===== src/rtl/rr_arbiter_n.sv =====
// rr_arbiter_n: N-way round-robin arbiter, registered held grant, ack release.
// Optional grant watchdog is built when RR_ARBITER_N_TIMEOUT_EN is defined.
module rr_arbiter_n #(
  parameter int N = 4,
  parameter int TIMEOUT = 16,
  localparam int IDW = $clog2(N)
) (
  input  logic           clk,
  input  logic           rst_an,
  input  logic [N-1:0]   req,
  input  logic           ack,
  output logic [N-1:0]   grant,
  output logic [IDW-1:0] grant_id,
  output logic           grant_vld,
  output logic           timeout
);

  typedef enum logic {
    S_IDLE  = 1'b0,
    S_GRANT = 1'b1
  } state_t;

  state_t         r_state;
  state_t         w_state_nx;
  logic [N-1:0]   r_grant;
  logic [N-1:0]   w_grant_nx;
  logic [IDW-1:0] r_id;
  logic [IDW-1:0] w_id_nx;
  logic [IDW-1:0] r_ptr;
  logic [IDW-1:0] w_ptr_nx;
  logic [IDW-1:0] w_nxt;
  logic [IDW-1:0] w_base;
  logic [IDW-1:0] w_off;
  logic [IDW-1:0] w_win;
  logic [IDW:0]   w_sum;
  logic [IDW:0]   w_wrap;
  logic [N-1:0]   w_rot;
  logic [N-1:0]   w_onehot;
  logic           w_any;
  logic           w_rel;
  logic           w_exp;
  logic           r_to;
  logic           w_to_nx;

  assign w_any  = |req;
  assign w_nxt  = (r_id == IDW'(N - 1)) ? '0 : r_id + IDW'(1);
  assign w_rel  = (r_state == S_GRANT) && (ack || !req[r_id] || w_exp);
  assign w_base = w_rel ? w_nxt : r_ptr;

  // Rotate so the pointer position lands on bit 0; wrap is modulo N.
  assign w_rot = N'({req, req} >> w_base);

  always_comb begin
    w_off = '0;
    for (int j = N - 1; j >= 0; j--) begin
      if (w_rot[j]) w_off = IDW'(j);
    end
  end

  assign w_sum    = {1'b0, w_base} + {1'b0, w_off};
  assign w_wrap   = w_sum - (IDW + 1)'(N);
  assign w_win    = (w_sum >= (IDW + 1)'(N)) ? w_wrap[IDW-1:0]
                                             : w_sum[IDW-1:0];
  assign w_onehot = {{(N - 1){1'b0}}, 1'b1} << w_win;

`ifdef RR_ARBITER_N_TIMEOUT_EN
  localparam int CW = $clog2(TIMEOUT);
  logic [CW-1:0] r_cnt;
  logic [CW-1:0] w_cnt_nx;

  // An ack or abandon on the expiry edge wins over the revoke.
  assign w_exp = (r_state == S_GRANT) && (r_cnt == CW'(TIMEOUT - 1))
              && !ack && req[r_id];

  always_comb begin
    w_cnt_nx = r_cnt;
    if (r_state == S_GRANT) w_cnt_nx = w_rel ? '0 : r_cnt + CW'(1);
  end

  always_ff @(posedge clk or negedge rst_an) begin
    if (!rst_an) r_cnt <= '0;
    else         r_cnt <= w_cnt_nx;
  end
`else
  logic w_unused_timeout;
  assign w_unused_timeout = (TIMEOUT > 1);
  assign w_exp = 1'b0;
`endif

  always_comb begin
    w_state_nx = r_state;
    w_grant_nx = r_grant;
    w_id_nx    = r_id;
    w_ptr_nx   = r_ptr;
    w_to_nx    = 1'b0;
    unique case (r_state)
      S_IDLE: begin
        if (w_any) begin
          w_state_nx = S_GRANT;
          w_grant_nx = w_onehot;
          w_id_nx    = w_win;
        end
      end
      S_GRANT: begin
        if (w_rel) begin
          w_ptr_nx = w_nxt;
          w_to_nx  = w_exp;
          if (w_any) begin
            w_grant_nx = w_onehot;
            w_id_nx    = w_win;
          end else begin
            w_state_nx = S_IDLE;
            w_grant_nx = '0;
            w_id_nx    = '0;
          end
        end
      end
    endcase
  end

  always_ff @(posedge clk or negedge rst_an) begin
    if (!rst_an) begin
      r_state <= S_IDLE;
      r_grant <= '0;
      r_id    <= '0;
      r_ptr   <= '0;
      r_to    <= 1'b0;
    end else begin
      r_state <= w_state_nx;
      r_grant <= w_grant_nx;
      r_id    <= w_id_nx;
      r_ptr   <= w_ptr_nx;
      r_to    <= w_to_nx;
    end
  end

  assign grant     = r_grant;
  assign grant_id  = r_id;
  assign grant_vld = (r_state == S_GRANT);
  assign timeout   = r_to;

endmodule


===== config.mk =====
export PLATFORM = sky130hd
export DESIGN_NAME = rr_arbiter_n
export DESIGN_NICKNAME = d
export VERILOG_FILES = /design/src/rtl/rr_arbiter_n.sv
export SDC_FILE = /design/constraint.sdc
export NUM_CORES = 1
export LEC_CHECK = 0
export ABC_AREA = 1
export CAP_MARGIN = 40
export CORE_MARGIN = 1
export CORE_UTILIZATION = 40
export DETAILED_ROUTE_END_ITERATION = 8
export PLACE_DENSITY_LB_ADDON = 0.2
export SETUP_SLACK_MARGIN = 0.1
export SLEW_MARGIN = 20
export SYNTH_ARGS = -nofsm -noshare
export SYNTH_HDL_FRONTEND = slang
export SYNTH_SLANG_ARGS = --single-unit

===== constraint.sdc =====
create_clock -name clk -period 5.6 [get_ports clk]
set_input_delay 1.12 -clock clk [delete_from_list [all_inputs] [get_ports clk]]
set_output_delay 1.12 -clock clk [all_outputs]
set_load 0.05 [all_outputs]

Word-level counts from Yosys, hierarchy flattened
Cells that the tools add are included.
{"block": "classes", "mul": 0, "magnitude_cmp": 2, "add_sub_neg": 3, "n_div": 0, "n_reduce_logical": 5, "n_eq_ne": 3, "n_bitwise": 1, "muxes": 20, "shifts": 2}
{"operator": "2-to-1 mux 2 bit", "count": 10}
{"operator": "2-to-1 mux 4 bit", "count": 3}
{"operator": "case mux 4 bit (2 select lines)", "count": 1}
{"operator": ">> shifter 8 x 2 -> 4 bit", "count": 1}
{"operator": "case mux 2 bit (2 select lines)", "count": 1}
{"operator": "OR reduction 4 bit", "count": 1}
{"operator": "left shift 1 x 2 -> 4 bit (first input constant)", "count": 1}
{"operator": "adder 2 x 2 -> 3 bit", "count": 1}
{"operator": "greater-or-equal comparator 3 bit (second input constant)", "count": 1}
{"operator": "less-than comparator 2 x 3 -> 1 bit (second input constant)", "count": 1}
{"operator": "2-to-1 mux 1 bit", "count": 3}
{"operator": "adder 2 x 1 -> 2 bit (second input constant)", "count": 1}
{"operator": "binary-select mux 1 bit (select 2 bit)", "count": 1}
{"operator": "== test 2 bit (second input constant)", "count": 1}
{"operator": "inequality test 2 x 1 -> 1 bit (second input constant)", "count": 1}
{"operator": "inequality test 2 bit (second input constant)", "count": 1}
{"operator": "case mux 1 bit (2 select lines)", "count": 1}
{"operator": "AND reduction 2 bit", "count": 1}
{"operator": "subtractor 2 x 1 -> 2 bit (second input constant)", "count": 1}
{"operator": "logical AND 1 bit", "count": 1}
{"operator": "logical NOT 1 bit", "count": 1}
{"operator": "logical OR 1 bit", "count": 1}
{"operator": "inverter 1 bit", "count": 1}
{"block": "word_totals", "romBits": 0, "n_memories": 0, "latchBits": 0, "ram_bits": 0, "inputBits": 7, "regBits": 9}

Longest topological paths before layout
Gate-level depths: netlist (run 1).
{"block": "logic_depth", "word_depth": 18, "ltp_mapped": 23}

Worst setup path before layout (run 1)
No wires, ideal clock.
{"block": "synth_timing", "path_kind": "input to register", "from": "in req[3]", "to": "reg r_grant[1] (netlist: grant[1])", "t_arrival_ps": 2911, "n_path_buf": 0, "cell_stages": 21, "slack_ps": 2571, "required_time_ps": 5482, "path_cell_list": "inv_1 nand2_1 nand3_1 nand2_2 nand2_4 nand2_4 nand2_4 nand3_1 nand3_1 nand2_2 inv_1 nand2_1 nand2_1 inv_1 ha_1 xnor2_1 inv_1 nand3_1 nand2_2 nand3_1 nand2_1"}
{"block": "synth_via", "elab_chain_len": 18, "elab_cells_between_ends": 24, "cone_classes": "add/sub: 2; order compare: 1; eq/ne: 2; shift: 2; mux: 12; reduce/logical: 5"}
{"element": "start, declared", "line_no": "10", "rtl": "input logic [N-1:0] req,"}
{"element": "binary-select mux 1 bit (select 2 bit)", "line_no": "47", "rtl": "assign w_rel = (r_state == S_GRANT) && (ack || !req[r_id] || w_exp);"}
{"element": "2-to-1 mux 1 bit (not written as such)", "line_no": "47"}
{"element": "logical NOT 1 bit", "line_no": "47"}
{"element": "logical OR 1 bit", "line_no": "47"}
{"element": "logical AND 1 bit", "line_no": "47"}
{"element": "2-to-1 mux 2 bit"}
{"element": ">> shifter 8 x 2 -> 4 bit", "line_no": "51", "rtl": "assign w_rot = N'({req, req} >> w_base);"}
{"element": "2-to-1 mux 2 bit (4 in a row)", "line_no": "56", "rtl": "if (w_rot[j]) w_off = IDW'(j);"}
{"element": "adder 2 x 2 -> 3 bit", "line_no": "60", "rtl": "assign w_sum = {1'b0, w_base} + {1'b0, w_off};"}
{"element": "greater-or-equal comparator 3 bit or subtractor 2 x 1 -> 2 bit (tied branches)", "line_no": "62, 61"}
{"element": "2-to-1 mux 2 bit", "line_no": "62", "rtl": "assign w_win = (w_sum >= (IDW + 1)'(N)) ? w_wrap[IDW-1:0]"}
{"element": "left shift 1 x 2 -> 4 bit", "line_no": "64", "rtl": "assign w_onehot = {{(N - 1){1'b0}}, 1'b1} << w_win;"}
{"element": "2-to-1 mux 4 bit", "line_no": "108", "rtl": "if (w_any) begin"}
{"element": "2-to-1 mux 4 bit", "line_no": "105", "rtl": "if (w_rel) begin"}
{"element": "case mux 4 bit (2 select lines)", "line_no": "96", "rtl": "unique case (r_state)"}
{"element": "end signal, assigned", "line_no": "130", "rtl": "r_grant <= w_grant_nx;"}
{"element": "end, declared", "line_no": "25", "rtl": "logic [N-1:0] r_grant;"}
Parallel ways exist; a longest one is shown, timed or not. The select of a mux whose other input is x is not followed.
A chain may end at the register's enable or synchronous reset.

Worst setup path after layout (run 1)
{"block": "layout_timing", "from": "in req[0]", "to": "reg r_grant[1] (netlist: grant[1])"}
The elaborated chain is that of the path after synthesis.

==> results of run 1 <==
-- final cells by class --
| type | count | area [sq um] | share of cell area |
|---|---|---|---|
| multi-input combinational | 86 | 464.2 | 0.4920 |
| sequential | 9 | 225.2 | 0.2387 |
| timing repair buffer | 13 | 130.1 | 0.1379 |
| inverter | 17 | 66.31 | 0.07029 |
| tap | 25 | 31.28 | 0.03316 |
| clock buffer | 4 | 26.28 | 0.02785 |
-- worst register-to-register path: stages, from the launching register on --
cell and delay, ns:
dfrtp_1 0.45, inv_2 0.10, nand2_1 0.05, nand3_1 0.07, nand2_2 0.08, nand2_4 0.09
nand2_4 0.08, nand2_4 0.11, nand3_1 0.12, nand3_1 0.12, nand2_2 0.08, inv_1 0.06
nand2_1 0.06, nand2_1 0.07, inv_1 0.04, ha_1 0.18, xnor2_1 0.24, inv_1 0.07
nand3_1 0.12, nand2_2 0.10, nand3_1 0.09, nand2_1 0.05
-- kinds of logic (layout without fill, tap and decap cells) --
group / count (synthesis) / in the layout
AOI/OAI and AO/OA: 3 / 3
xor gates and xnor gates: 1 / 1
adders and majority gates: 2 / 2
buffers and inverters: 18 / 34
DFF: 9 / 9
other: 1 / 1
and+or+nand+nor: 79 / 79
-- per-stage QoR --
step                      hold WS [ns]  cells  instance area, sq um    util
after floorplan                 0.4957    113                 763.2       -
after global placement          0.4694    150                 917.1  0.5199
after detailed placement        0.4691    150                 917.1  0.5199
after CTS                       0.4937    154                 943.4  0.5348
after global routing            0.5057    154                 943.4  0.5348
final                           0.4911    154                 943.4  0.5348
-- cells in the final DEF (no fill, tap or decap), drive strengths merged --
master	netlist	routed
ha	2	2
o21ai	2	2
xnor2	1	1
nand3	25	25
nand2	49	49
nor4	1	1
dfrtp	9	9
conb	1	1
clkbuf	0	4
o22ai	1	1
clkdlybuf4s50	0	13
inv	17	17
nor2	4	4
-- path summary, 6_finish.rpt --
check	from	to	slack, ns	cells past startpoint
max	req[0]	grant[1]	2.13	21
min	grant[0]	grant[0]	0.49	2
max reg2reg	grant_id[0]	grant[1]	3.06	21
min reg2reg	grant[0]	grant[0]	0.49	2
max in group asynchronous	rst_an	r_ptr[1]	4.16	1
min in group asynchronous	rst_an	grant[2]	1.15	1
-- registers in the layout, indices dropped and copies added (netlist names) --
name	flops
grant	4
grant_id	2
grant_vld	1
r_ptr	2
-- per-layer routing --
| metal | GRT usage | part of all wire |
|---|---|---|
| met1 | 0.2363 | 0.50 |
| met2 | 0.2686 | 0.47 |
| met3 | 0.02381 | 0.031 |
| met4 | 0.03636 | 0 |
| met5 | 0 | 0 |
==> out/results.tsv, run 1 <==
stage	metric	value	unit
cts	CTS Buf Count	3	
synth	Simple-Gate Fraction of Synth Area	0.5377	
placed_design	worst slack, placed	1.864	ns
worst_setup_path	slowest stage delay, CP	0.51	ns
sta	Period Utilization, post-route	0.6195	
worst_setup_path	WS Path Type	in2reg	
grt	GRT Util Overall	0.1669	
sta	final setup margin	2.131	ns
synth	top_reg_cell synth	dfrtp_1	
grt	vias in the first global route	612	
cts	Post-CTS Hold Fix Bufs	0	
worst_setup_path	Buf/Inv on CP	5	
die	Initial Utilization	0.4326	
routing	DR vias/cell	4.721	
cts	TritonCTS clock tree	yes	
synth	Post-synth EDFFs	0	
worst_setup_path	crit-path cells	clkdlybuf4s50_1 -> inv_1 -> nand2_1 -> nand3_1 -> nand2_2 -> nand2_4 -> nand3_1 -> nand3_1 -> nand3_1 -> nand2_2 -> inv_1 -> nand2_1 -> nand2_1 -> inv_1 -> ha_1 -> xnor2_1 -> inv_1 -> nand3_1 -> nand2_2 -> nand3_1 -> nand2_1	
cts	number of H-tree levels	1	
sta	clk_skew	0.003654	ns
synth	most frequent cell after synthesis	nand2_1	
synth	cells after synthesis	113	
job	max-cap check violation count	0	
cts	CTS clock-pin slew for the worst setup and hold paths	0.06	ns
sta	final hold violations	0	
synth	proportion of synthesized area in mux cells	0	
cts	Setup Buffers After CTS	0	
synth	commonest cells in the synthesized netlist	nand2_1 (35), nand3_1 (23), inv_1 (15)	
finish	Layout fillers	188	
finish	final net count	139	
cts	CTS sink count	9	
worst_setup_path	Critical Path RT	5.74	ns
die	site row count	15	
worst_setup_path	most used cell, CP	nand3_1	
status	outcome	complete, no violations	
synth	Yosys cell types	20	
die	I/O pin cnt	15	
routing	Final ANT Viol Nets	0	
cts	CTS Root Cell	clkbuf_4	
synth	largest cells by area after synthesis	dfrtp_1 (30%), nand2_1 (17%), nand3_1 (15%)	
synth	post-synthesis compound-gate area fraction	0.02131	
synth	top cell type's share of synthesized area	0.2951	
synth	Adder-Cell Fraction of Synth Area	0.03279	
synth	Syn Area/Cell	6.754	sq um
sta	Fin Setup TNS	0	ns
worst_setup_path	crit path launch type	input pin	
synth	main combinational cell family by area after synthesis	simple AND/OR/NAND/NOR gates	
placed_design	gp weighted congestion	0.8564	
sta	fin. max-slew vios	0	
placed_design	DPL Wire Length	1243	um
synth	asr flop ratio synth	1.000	
routing	drt pass-1 iters	4	
cts	worst-case clock buffer depth	2	
die	Die Span Y	45.68	um
synth	Syn Nets	122	
sta	Max-slew headroom	0.6614	
sta	Worst-Margin Slew	0.5064	ns
worst_hold_path	hold crit path type	reg2reg	
synth	Post-Syn Area	763.2	sq um
die	Die Wd	45.68	um
cts	post-CTS sizing	0	
routing	DR vias	727	
sta	Fmax	288.2	MHz
synth	FF+latch count, synth	9	
grt	largest net degree at the start of global routing	10	
worst_setup_path	Worst Setup End Kind	flip-flop	
routing	Iter 0 DRT Violations	6	
routing	final wirelength	1534	um
finish	area growth from synthesis to layout	23.61	%
finish	diodes inserted	0	
cts	Clock Latency Late Sink	0.25	ns
routing	DRC viols	0	
synth	YS warnings	0	
sta	Final min period	3.469	ns
synth	sequential-to-total area share from yosys stat	0.2951	
worst_setup_path	Crit Path Max Fanout	4	
sta	RSZ-0062 raised after global routing	no	
synth	area leader, netlist	dfrtp_1	
grt	antenna violations before repair	0	
routing	WL per Instance	9.961	um
finish	layout cells sized above 1	0.1783	
die	Core ar.	0.001764	sq mm
worst_setup_path	Critical-path top delay cell	clkdlybuf4s50_1	
grt	Remaining Overflow, GRT	0	
grt	first-pass GRT wire length	2553	um
placed_design	Port Buffers	13	
worst_setup_path	Arr. time, crit path	3.61	ns
worst_setup_path	CP top delay family	simple AND/OR/NAND/NOR gates	
synth	xor/xnor share of the synthesized area	0.01148	
sta	final setup vio count	0	
die	die footprint	0.002087	sq mm
Power of run 1 is left out: the tool's default activity adds up to more than one toggle a clock period on the data nets, which glitch-free logic cannot reach.
==> inputs of run 2 (changes only) <==
Clock period 5.6 ns to 3.6 ns, I/O delays scaled along.
==> run 2 against run 1 <==
  * Non-clock buffer count did not move
  * Critical endpoint unchanged
  * Count of clock-buffer cells in the layout stayed put
  * Worst setup slack lost 1.6 ns
  * Routed wire length rose by 4.5%
  * Clock skew barely moved
  * Global-route usage up 1.1 points
  * Die area unchanged
  * Sequential share of layout area did not move
  * Core utilization did not move
  * Register-to-register slack got worse by 2.0 ns
  * Final cell count unchanged
==> out/results.tsv, run 2 (synthesis results as in run 1) <==
stage	metric	value	unit	change
worst_setup_path	Worst Setup SP	req[3]		
placed_design	Port Buffers	13		unchanged
worst_setup_path	crit path launch type	input pin		
die	die footprint	0.002087	sq mm	unchanged
cts	number of H-tree levels	1		unchanged
routing	drt pass-1 iters	5		+1
placed_design	Cells after DPL	150		unchanged
sta	fin. max-slew vios	0		unchanged
routing	DR vias	732		+0.69%
die	site row count	15		unchanged
cts	Setup Buffers After CTS	0		unchanged
finish	layout cells sized above 1	0.1783		unchanged
worst_setup_path	Arr. time, crit path	3.22	ns	-0.39 ns
grt	vias in the first global route	642		+4.9%
die	I/O pin cnt	15		unchanged
die	Initial Utilization	0.4326		unchanged
finish	max FFs per register	4		unchanged
sta	RSZ-0062 raised after global routing	no		
cts	post-CTS sizing	0		unchanged
sta	clk_skew	0.003912	ns	+0.0002580 ns
sta	Fmax	326.1	MHz	
grt	GRT Util Overall	0.1783		+0.01133
routing	DRC viols	0		unchanged
finish	diodes inserted	0		unchanged
routing	DR vias/cell	4.753		+0.69%
grt	Remaining Overflow, GRT	0		unchanged
worst_setup_path	WS Path Type	in2reg		
worst_setup_path	Crit Path Max Fanout	4		unchanged
cts	Clock Latency Late Sink	0.27	ns	+0.02 ns
worst_setup_path	Critical Path RT	3.76	ns	-1.98 ns
finish	area growth from synthesis to layout	23.61	%	unchanged
cts	TritonCTS clock tree	yes		
sta	Final min period	3.067	ns	
grt	antenna violations before repair	0		unchanged
cts	worst-case clock buffer depth	2		unchanged
worst_setup_path	Worst Setup End Kind	flip-flop		
cts	CTS Root Cell	clkbuf_4		
job	max-cap check violation count	0		unchanged
sta	Fin Setup TNS	0	ns	unchanged
placed_design	DPL Wire Length	1289	um	+3.7%
placed_design	gp weighted congestion	0.9593		+12%
routing	Final ANT Viol Nets	0		unchanged
grt	largest net degree at the start of global routing	10		unchanged
grt	first-pass GRT wire length	2608	um	+2.2%
finish	final std cells w/o fill	154		unchanged
worst_setup_path	reg2reg start	grant_id[0]		
cts	Post-CTS Hold Fix Bufs	0		unchanged
routing	final wirelength	1603	um	+4.5%
worst_hold_path	hold_sp	grant[2]		
die	Die Wd	45.68	um	unchanged
finish	most common cell after layout, fill and taps aside	nand2_1		
cts	CTS Buf Count	3		unchanged
sta	final hold violations	0		unchanged
routing	Iter 0 DRT Violations	15		+9
status	outcome	complete, no violations		
die	Die Span Y	45.68	um	unchanged
die	Core ar.	0.001764	sq mm	unchanged
routing	WL per Instance	10.41	um	+4.5%
sta	final setup vio count	0		unchanged
worst_hold_path	hold crit path type	reg2reg		
cts	CTS sink count	9		unchanged
finish	final net count	139		unchanged
finish	commonest non-fill, non-tap cells in the layout	nand2_1 (35), nand3_1 (23), inv_1 (15), clkdlybuf4s50_1 (13)		
cts	CTS clock-pin slew for the worst setup and hold paths	0.06	ns	about the same
sta	Period Utilization, post-route	0.8518		
[run 2: critical path, stage by stage]
cell and delay (ns):
clkdlybuf4s50_1 0.50, inv_1 0.08, nand2_1 0.06, nand3_1 0.08, nand2_2 0.09, nand2_4 0.07, nand3_1 0.16, nand3_1 0.15
nand3_1 0.12, nand2_2 0.08, inv_1 0.05, nand2_1 0.06, nand2_1 0.08, inv_1 0.04, ha_1 0.18, xnor2_1 0.25
inv_1 0.07, nand3_1 0.11, nand2_2 0.10, nand3_1 0.09, nand2_1 0.05
[run 2: routing by layer]
metal	GRT usage	part of all wire	wire, um
met2	0.2971	0.46	735
met4	0.07273	0.019	30
met3	0.03571	0.045	72
met5	0	0	0
met1	0.2228	0.48	764
[run 2: cell type report]
cell class	count	area [sq um]
fillers	198	820.8
multi-input cells	86	464.2
flip-flops and latches	9	225.2
repair buffers	13	130.1
inverters	17	66.31
well taps	25	31.28
clock buffers	4	26.28
[run 2: metrics by stage]
stage	utilization	hold WS (ns)	instance area [sq um]	setup slack, ns
6_report	0.5348	0.4857	943.4	0.5334
3_5_place_dp	0.5199	0.4679	917.1	0.2742
4_1_cts	0.5348	0.4942	943.4	0.5206
3_3_place_gp	0.5199	0.4663	917.1	0.2970
2_1_floorplan	-	0.4244	763.2	0.9710
5_1_grt	0.5348	0.5297	943.4	0.2438
[run 2: final timing paths]
kind,slack [ns],depth (start not counted),to
max,0.53,21,grant[1]
min,0.49,2,grant[2]
max reg2reg,1.06,21,grant[1]
min reg2reg,0.49,2,grant[2]
max in group asynchronous,2.57,1,grant[1]
min in group asynchronous,0.74,1,r_ptr[1]
Power of run 2 is left out for the same reason.
